===== config.mk =====
export PLATFORM = sky130hd
export DESIGN_NAME = prt_dptx_mst_sched
export DESIGN_NICKNAME = d
export VERILOG_FILES = /design/src/rtl/prt_dptx_mst_sched.sv
export SDC_FILE = /design/constraint.sdc
export NUM_CORES = 1
export LEC_CHECK = 0
export CORE_MARGIN = 2
export CORE_UTILIZATION = 63
export CTS_BUF_LIST = sky130_fd_sc_hd__clkbuf_16
export CTS_CLUSTER_DIAMETER = 100
export DETAILED_ROUTE_END_ITERATION = 16
export PLACE_DENSITY = 0.85
export SKIP_CTS_REPAIR_TIMING = 1
export SLEW_MARGIN = 30
export SYNTH_ARGS = -nofsm -noshare
export SYNTH_HDL_FRONTEND = slang
export SYNTH_SLANG_ARGS = --single-unit

===== constraint.sdc =====
create_clock -name CLK_IN -period 7.75 [get_ports CLK_IN]
set_input_delay 0.775 -clock CLK_IN [delete_from_list [all_inputs] [get_ports CLK_IN]]
set_output_delay 0.775 -clock CLK_IN [all_outputs]
set_load 0.05 [all_outputs]

===== src/rtl/prt_dptx_mst_sched.sv =====
// DisplayPort TX MST time-slot scheduler.
// Decodes a 64-slot MTP into per-symbol stream codes from an active
// allocation and runs the four-MTP ACT handshake that swaps in a
// shadow allocation at an MTP boundary.
module prt_dptx_mst_sched #(
  parameter int P_SPL   = 2,
  parameter int P_SLOTS = 64
) (
  input  logic               CLK_IN,
  input  logic               RST_IN,
  input  logic               EN_IN,
  input  logic               CFG_WR_IN,
  input  logic               CFG_SEL_IN,
  input  logic [5:0]         CFG_START_IN,
  input  logic [5:0]         CFG_LEN_IN,
  input  logic               ACT_IN,
  output logic [2*P_SPL-1:0] SLOT_SEL_OUT,
  output logic               MTP_SOM_OUT,
  output logic               ACT_SEQ_OUT,
  output logic               ACT_BUSY_OUT,
  output logic               ACT_DONE_OUT
);

  localparam int CW = $clog2(P_SLOTS);

  typedef enum logic [1:0] {S_IDLE, S_ARM, S_SEND, S_SWAP} state_t;

  state_t             state_q;
  logic [1:0]         mtp_q;
  logic [CW-1:0]      cnt_q;
  logic [1:0][5:0]    shd_start_q, shd_len_q;
  logic [1:0][5:0]    act_start_q, act_len_q;
  logic [1:0][5:0]    eff_start, eff_len;
  logic [2*P_SPL-1:0] sel_d, sel_q;
  logic               som_d, som_q;
  logic               act_seq_q, done_q;
  logic               boundary;
  logic               swap_now;

  // True when slot s falls in [start, start+len); start 0 behaves as 1,
  // and the 7-bit end lets ranges run past 63 without wrapping to slot 0.
  function automatic logic in_range(input logic [5:0] s,
                                    input logic [5:0] st,
                                    input logic [5:0] ln);
    logic [6:0] lo;
    logic [6:0] hi;
    lo = (st == 6'd0) ? 7'd1 : {1'b0, st};
    hi = lo + {1'b0, ln};
    return ({1'b0, s} >= lo) && ({1'b0, s} < hi);
  endfunction

  // Slot code: 3 = MTPH on slot 0, then stream 0 wins over stream 1.
  function automatic logic [1:0] slot_code(input logic [5:0] s,
                                           input logic [5:0] st0,
                                           input logic [5:0] ln0,
                                           input logic [5:0] st1,
                                           input logic [5:0] ln1);
    if (s == 6'd0)                 return 2'd3;
    else if (in_range(s, st0, ln0)) return 2'd1;
    else if (in_range(s, st1, ln1)) return 2'd2;
    else                            return 2'd0;
  endfunction

  assign boundary = EN_IN && (cnt_q == '0);
  assign swap_now = (state_q == S_SWAP) && boundary;

  // The MTP in which the swap happens is decoded with the incoming
  // allocation, so slot 1 onwards of that MTP already uses it.
  assign eff_start = swap_now ? shd_start_q : act_start_q;
  assign eff_len   = swap_now ? shd_len_q   : act_len_q;

  // Slot counter: steps P_SPL slots per clock, parked at 0 when disabled.
  always_ff @(posedge CLK_IN) begin
    if (RST_IN || !EN_IN) cnt_q <= '0;
    else                  cnt_q <= cnt_q + CW'(P_SPL);
  end

  // Shadow allocation register, written directly by the config port.
  always_ff @(posedge CLK_IN) begin
    if (RST_IN) begin
      shd_start_q <= {6'd1, 6'd1};
      shd_len_q   <= '0;
    end else if (CFG_WR_IN) begin
      shd_start_q[CFG_SEL_IN] <= CFG_START_IN;
      shd_len_q[CFG_SEL_IN]   <= CFG_LEN_IN;
    end
  end

  // Per-symbol decode of the slots covered this cycle.
  always_comb begin
    sel_d = '0;
    som_d = boundary;
    if (EN_IN) begin
      for (int j = 0; j < P_SPL; j++) begin
        sel_d[2*j +: 2] = slot_code(6'(cnt_q + CW'(j)),
                                    eff_start[0], eff_len[0],
                                    eff_start[1], eff_len[1]);
      end
    end
  end

  // Output register stage for the slot map and start-of-MTP flag.
  always_ff @(posedge CLK_IN) begin
    if (RST_IN) begin
      sel_q <= '0;
      som_q <= 1'b0;
    end else begin
      sel_q <= sel_d;
      som_q <= som_d;
    end
  end

  // ACT FSM: arm on ACT_IN, flag ACT in four consecutive MTPHs, then
  // copy shadow to active at the following MTP boundary.
  // mtp_q counts ACT MTPHs sent after the first one.
  always_ff @(posedge CLK_IN) begin
    if (RST_IN) begin
      state_q     <= S_IDLE;
      mtp_q       <= '0;
      act_seq_q   <= 1'b0;
      done_q      <= 1'b0;
      act_start_q <= {6'd1, 6'd1};
      act_len_q   <= '0;
    end else begin
      act_seq_q <= 1'b0;
      done_q    <= 1'b0;
      if (EN_IN) begin
        case (state_q)
          S_IDLE: if (ACT_IN) state_q <= S_ARM;
          S_ARM: if (cnt_q == '0) begin
            state_q   <= S_SEND;
            mtp_q     <= '0;
            act_seq_q <= 1'b1;
          end
          S_SEND: if (cnt_q == '0) begin
            act_seq_q <= 1'b1;
            if (mtp_q == 2'd2) state_q <= S_SWAP;
            else               mtp_q   <= mtp_q + 2'd1;
          end
          S_SWAP: if (cnt_q == '0) begin
            act_start_q <= shd_start_q;
            act_len_q   <= shd_len_q;
            done_q      <= 1'b1;
            state_q     <= S_IDLE;
          end
          default: state_q <= S_IDLE;
        endcase
      end
    end
  end

  assign SLOT_SEL_OUT = sel_q;
  assign MTP_SOM_OUT  = som_q;
  assign ACT_SEQ_OUT  = act_seq_q;
  assign ACT_DONE_OUT = done_q;
  assign ACT_BUSY_OUT = (state_q != S_IDLE);

endmodule


# After elaboration in Yosys (flattened, before gate mapping)

Cells that the tools add are included.

Output and inout bits: 8
Logic and storage cells: 90
Bits in registers: 65

$add $sub $neg: 5
Reductions and logical operators: 23
Eq/ne operators: 10
Bitwise gates (word level): 3
Order comparisons: 10
Muxes and demuxes: 24

Operators by type and width:

| operator                                                       | count |
|---|---|
| 6-bit by 7-bit less-than comparator with 1-bit output          | 4 |
| 2-bit two-way mux                                              | 13 |
| 12-bit bitwise mux                                             | 2 |
| 6-bit logical NOT                                              | 4 |
| 12-bit two-way mux                                             | 2 |
| 6-bit two-way mux                                              | 3 |
| 6-bit by 6-bit adder with 7-bit output                         | 2 |
| 6-bit by 7-bit >= comparator with 1-bit output                 | 2 |
| 6-bit >= comparator                                            | 2 |
| 2-bit inequality test (second input constant)                  | 6 |
| 2-bit case mux with 4 select lines                             | 1 |
| 1-bit logical AND                                              | 7 |
| 6-bit by 1-bit adder with 6-bit output (second input constant) | 1 |
| 6-bit by 2-bit adder with 6-bit output (second input constant) | 1 |
| 6-bit demux with 1-bit select                                  | 1 |
| 2-bit == test (second input constant)                          | 3 |
| 6-bit AND reduction                                            | 1 |
| 3-bit OR reduction                                             | 2 |
| 5-bit AND reduction                                            | 1 |
| 2-bit case mux with 2 select lines                             | 1 |
| 2-bit nonzero test                                             | 2 |
| 2-bit OR reduction                                             | 2 |
| 1-bit NOT                                                      | 3 |
| 3-bit AND reduction                                            | 1 |
| 8 further kinds                                                | 8 |

# Logic depth before layout (Yosys ltp)

Depth in word-level cells: 12
Depth in mapped cells: 21
Gate-level depth less buffers: 19

# Least setup slack after synthesis

OpenSTA, ideal clock, no wires.

Kind: register to register
Start point: register cnt_q[1]
End point: register sel_q[1], in the netlist SLOT_SEL_OUT[1]
Path slack: 3.453 ns
Setup time: 0.092 ns
Stages on the path, launching flop included: 20
Required time: 7.658 ns
Arrival time: 4.204 ns
Cells stage by stage: dfxtp_1 inv_1 ha_1 nor4b_4 nand3_2 buf_1 buf_2 mux2_1 ha_1 ha_1 a2111oi_4 a21oi_1 a21o_1 a21oi_1 xor2_1 ha_1 a21o_1 a21oi_1 o21ai_1 o32ai_1

Cells in the longest elaborated chain, start to end: 12
Elaborated cells on any way between the ends: 20

RTL lines:

| item                                                  | line   | RTL |
|---|---|---|
| start: declaration                                    | 30     | `logic [CW-1:0] cnt_q;` |
| start signal: assignment                              | 75     | `else cnt_q <= cnt_q + CW'(P_SPL);` |
| 6-bit logical NOT                                     | 58, 64 |  |
| 1-bit logical AND                                     | 64     | `assign boundary = EN_IN && (cnt_q == '0);` |
| 1-bit logical AND                                     | 65     | `assign swap_now = (state_q == S_SWAP) && boundary;` |
| 12-bit two-way mux                                    | 69     | `assign eff_start = swap_now ? shd_start_q : act_start_q;` |
| 6-bit logical NOT                                     | 47     | `lo = (st == 6'd0) ? 7'd1 : {1'b0, st};` |
| 6-bit two-way mux                                     | 47     |  |
| 6-bit by 6-bit adder with 7-bit output                | 48     | `hi = lo + {1'b0, ln};` |
| 6-bit by 7-bit less-than comparator with 1-bit output | 49     | `return ({1'b0, s} >= lo) && ({1'b0, s} < hi);` |
| 1-bit logical AND                                     | 49     |  |
| 2-bit two-way mux                                     | 60     | `else if (in_range(s, st1, ln1)) return 2'd2;` |
| 2-bit two-way mux                                     | 59     | `else if (in_range(s, st0, ln0)) return 2'd1;` |
| 2-bit two-way mux (*)                                 | 58     | `if (s == 6'd0) return 2'd3;` |
| end signal: assignment                                | 108    | `sel_q <= sel_d;` |
| end: declaration                                      | 34     | `logic [2*P_SPL-1:0] sel_d, sel_q;` |

Every way passes the cells marked *; elsewhere a longest branch is shown, timed or not.
A chain may end at the register's enable or synchronous reset.

# Worst setup path after layout

Ends and elaborated chain as after synthesis.

==> impl_results.md <==
* Crit path kind: reg -> reg
* GR Util All Layers at 0.286
* RD Place Congestion at 0.852
* Worst Path Required at between 7 and 8 ns
* DRT Wirelength at between 8000 and 9000 um
* H-tree lvl count at 3
* Post-synthesis register bit count at 64
* Row count at 27
* Reg2reg path depth at 17
* Hold Path Sink: shd_len_q[6]
* Routed WL per cell at approximately 16 um
* Core area at between 0.005 and 0.006 sq mm
* Hold violation count in the final report at 0
* Setup TNS at 0 ns
* Tmin final at approximately 5.0 ns
* Post-synthesis sequential area ratio at 0.357
* Grt total ovfl at 0
* # setup viols final at 0
* Via count at slightly below 3000
* TritonCTS clock tree: built
* Yosys warns at 0
* Period utilization at 0.646
* Initial DRC count at 197
* FF-to-FF Start: cnt_q[1]
* Synth top area cells: dfxtp_1 36%, ha_1 15%, a21oi_1 7.0%
* Clk_skew at slightly below 0.006 ns
* Status: finished, final reports clean
* RSZ-0062 raised after global routing: false
* Worst-path clk slew at around 0.060 ns
* Crit path DAT at about 5.2 ns
* Area Overhead vs Synth at 18.1%
* Net count after synthesis at between 400 and 500
* CP max FO at 33
* Remaining DRCs at 0
* CP endpoint kind: flop
* Distinct cells, synth at 44
* Synthesized area at between 0.003 and 0.004 sq mm
* Post-synth top area cell: dfxtp_1
* Syn avg cell area at about 8.7 sq um
* Slew headroom at 0.424
* Final nets at 498
* Top_reg_cell synth: dfxtp_1
* Hold Path Class: reg -> reg
* TritonCTS Buffers at 9
* Die X at a little under 80 um
* Number of flops mapped to enable cells by yosys at 0
* Antenna cell count at 0
* Starting density of the core at 0.653
* Reg2Reg Setup Slack at ~2.7 ns
* Final Slew Violations at 0
* Most instantiated cells after synthesis: 64 x dfxtp_1, 54 x nand2_1, 50 x a21oi_1
* Startpoint Class: flop
* Worst-Skew Late Latency at around 0.33 ns
* Most common cell in the netlist: dfxtp_1
* Initial antenna violation count at 0
* Vias per cell at between 5 and 6
* Leakage Power at 2.01 nW
* Clk buf depth at 2
* Worst slack, placed at ~2.6 ns
* Peak VDD IR at 146 uV
* Worst R2R End: SLOT_SEL_OUT[1]
* Hold path cells at 2
* First-pass iteration count of the detailed router at 5
* Post-Syn Instances at just over 400
* Largest net degree at the start of global routing at 56
* Port buffer count at 25
* Fmax at 200 MHz
* Slew @ Worst Pin at 0.863 ns
* Hpwl dp at around 5800 um
* Hold path start: shd_len_q[6]
* Setup crit start: cnt_q[1]
* Root buffer cell: clkbuf_16
* First-pass GRT wire length at around 14000 um
* I/O pins at 26
* DIE HEIGHT at a little under 80 um
* Yosys top cell area share at 0.357
* Fraction of layout cells with a size suffix above 1 at 0.0522
* Final worst slack at between 2 and 3 ns
* Layout Utilization at 0.771
* Clock sink count at 64
* Power Dens Cells at between 200 and 250 mW/mm^2
* Max-Cap Viols at 0
* Die area at ~0.0063 sq mm
* Vias in the first global route at 2979
* Filler instances at around 350
* ANT nets after route at 0
* Async set or reset register ratio after synthesis at 0
cell families (layout without fill, tap and decap cells):
kind of cell | Yosys count | count (layout) | synth area share
buffers and inverters | 44 | 72 | 0.0467
AND/OR/NAND/NOR | 130 | 130 | 0.170
adder cells (fa/ha/maj) | 45 | 45 | 0.158
AO/OA/AOI/OAI | 95 | 95 | 0.172
flip-flops | 64 | 64 | 0.357
XOR/XNOR | 12 | 12 | 0.0292
multiplexers | 23 | 23 | 0.0679
cell type report:
cell class	count	area, sq um	share of cell area
clock inverter	7	119	0.0280
inverter	30	113	0.0265
tap	72	90.1	0.0212
timing repair buffer	26	273	0.0643
clock buffer	9	225	0.0531
multi-input combinational	305	2140	0.505
sequential	64	1280	0.302
per-layer routing:
layer	up-vias	wire, um	global-route usage
met1	1388	3640	0.351
met4	0	211	0.126
met3	26	290	0.0645
li1	1485	-	-
met5	-	0	0
met2	74	4240	0.477
state kept, by name, summed over array words and instances (netlist names):
name	flops
shd_start_q	12
SLOT_SEL_OUT	4
state_q	2
mtp_q	2
shd_len_q	12
act_start_q	12
MTP_SOM_OUT	1
act_len_q	12
ACT_DONE_OUT	1
ACT_SEQ_OUT	1
cnt_q	5
report_power, final:
group	switching, mW	leakage [nW]	internal, mW
combinational	0.0443	1.32	0.0313
sequential	0.00868	0.520	0.339
clock	0.153	0.164	0.314
worst max path at each step:
stage,end,slack (ns),cells past startpoint
5_1_grt,SLOT_SEL_OUT[1],2.39,17
3_3_place_gp,SLOT_SEL_OUT[1],2.71,15
3_5_place_dp,SLOT_SEL_OUT[1],2.56,15
2_1_floorplan,SLOT_SEL_OUT[1],3.45,19
6_report,SLOT_SEL_OUT[1],2.75,17
4_1_cts,SLOT_SEL_OUT[1],2.74,17
metrics by stage:
step,std cells,instance area [sq um],hold WS (ns),power [mW]
6_report,513,4250,0.457,0.890
5_1_grt,513,4250,0.476,0.917
4_1_cts,512,4220,0.460,0.891
3_5_place_dp,496,3870,0.452,0.427
3_3_place_gp,496,3870,0.446,0.424
2_1_floorplan,413,3590,0.432,0.400
critical path: stages, from the launching register on:
cell and delay (ns):
dfxtp_1 0.42, inv_1 0.22, ha_1 0.19, nor4b_4 0.29, nand3_2 0.72, mux2_1 0.60
ha_1 0.24, ha_1 0.24, a2111oi_4 0.35, a21oi_1 0.11, a21o_1 0.22, a21oi_1 0.16
xor2_1 0.17, ha_1 0.27, a21o_1 0.18, a21oi_1 0.15, o21ai_1 0.09, o32ai_1 0.27
layout by cell type, fill, tap and decap left out, types with 2 or more instances in the layout:
| cell | instances |
|---|---|
| and2_1 | 3 |
| a211o_1 | 7 |
| xor2_1 | 6 |
| o31ai_1 | 2 |
| o21ai_1 | 3 |
| ha_1 | 43 |
| mux2i_1 | 12 |
| mux2_1 | 11 |
| nor3_1 | 7 |
| clkbuf_16 | 9 |
| nand2_1 | 54 |
| bufinv_16 | 3 |
| o211ai_1 | 3 |
| xnor2_1 | 6 |
| a22oi_1 | 2 |
| clkdlybuf4s50_1 | 24 |
| nand2b_1 | 3 |
| nand3b_1 | 3 |
| a211oi_1 | 2 |
| nor2_1 | 36 |
| o21ai_0 | 4 |
| o21a_1 | 2 |
| a21oi_1 | 50 |
| nand3_1 | 7 |
| inv_1 | 30 |
| a21o_1 | 10 |
| dfxtp_1 | 64 |
| o221ai_1 | 2 |
| nor2b_1 | 12 |
Power figures use the tool's default switching activity.
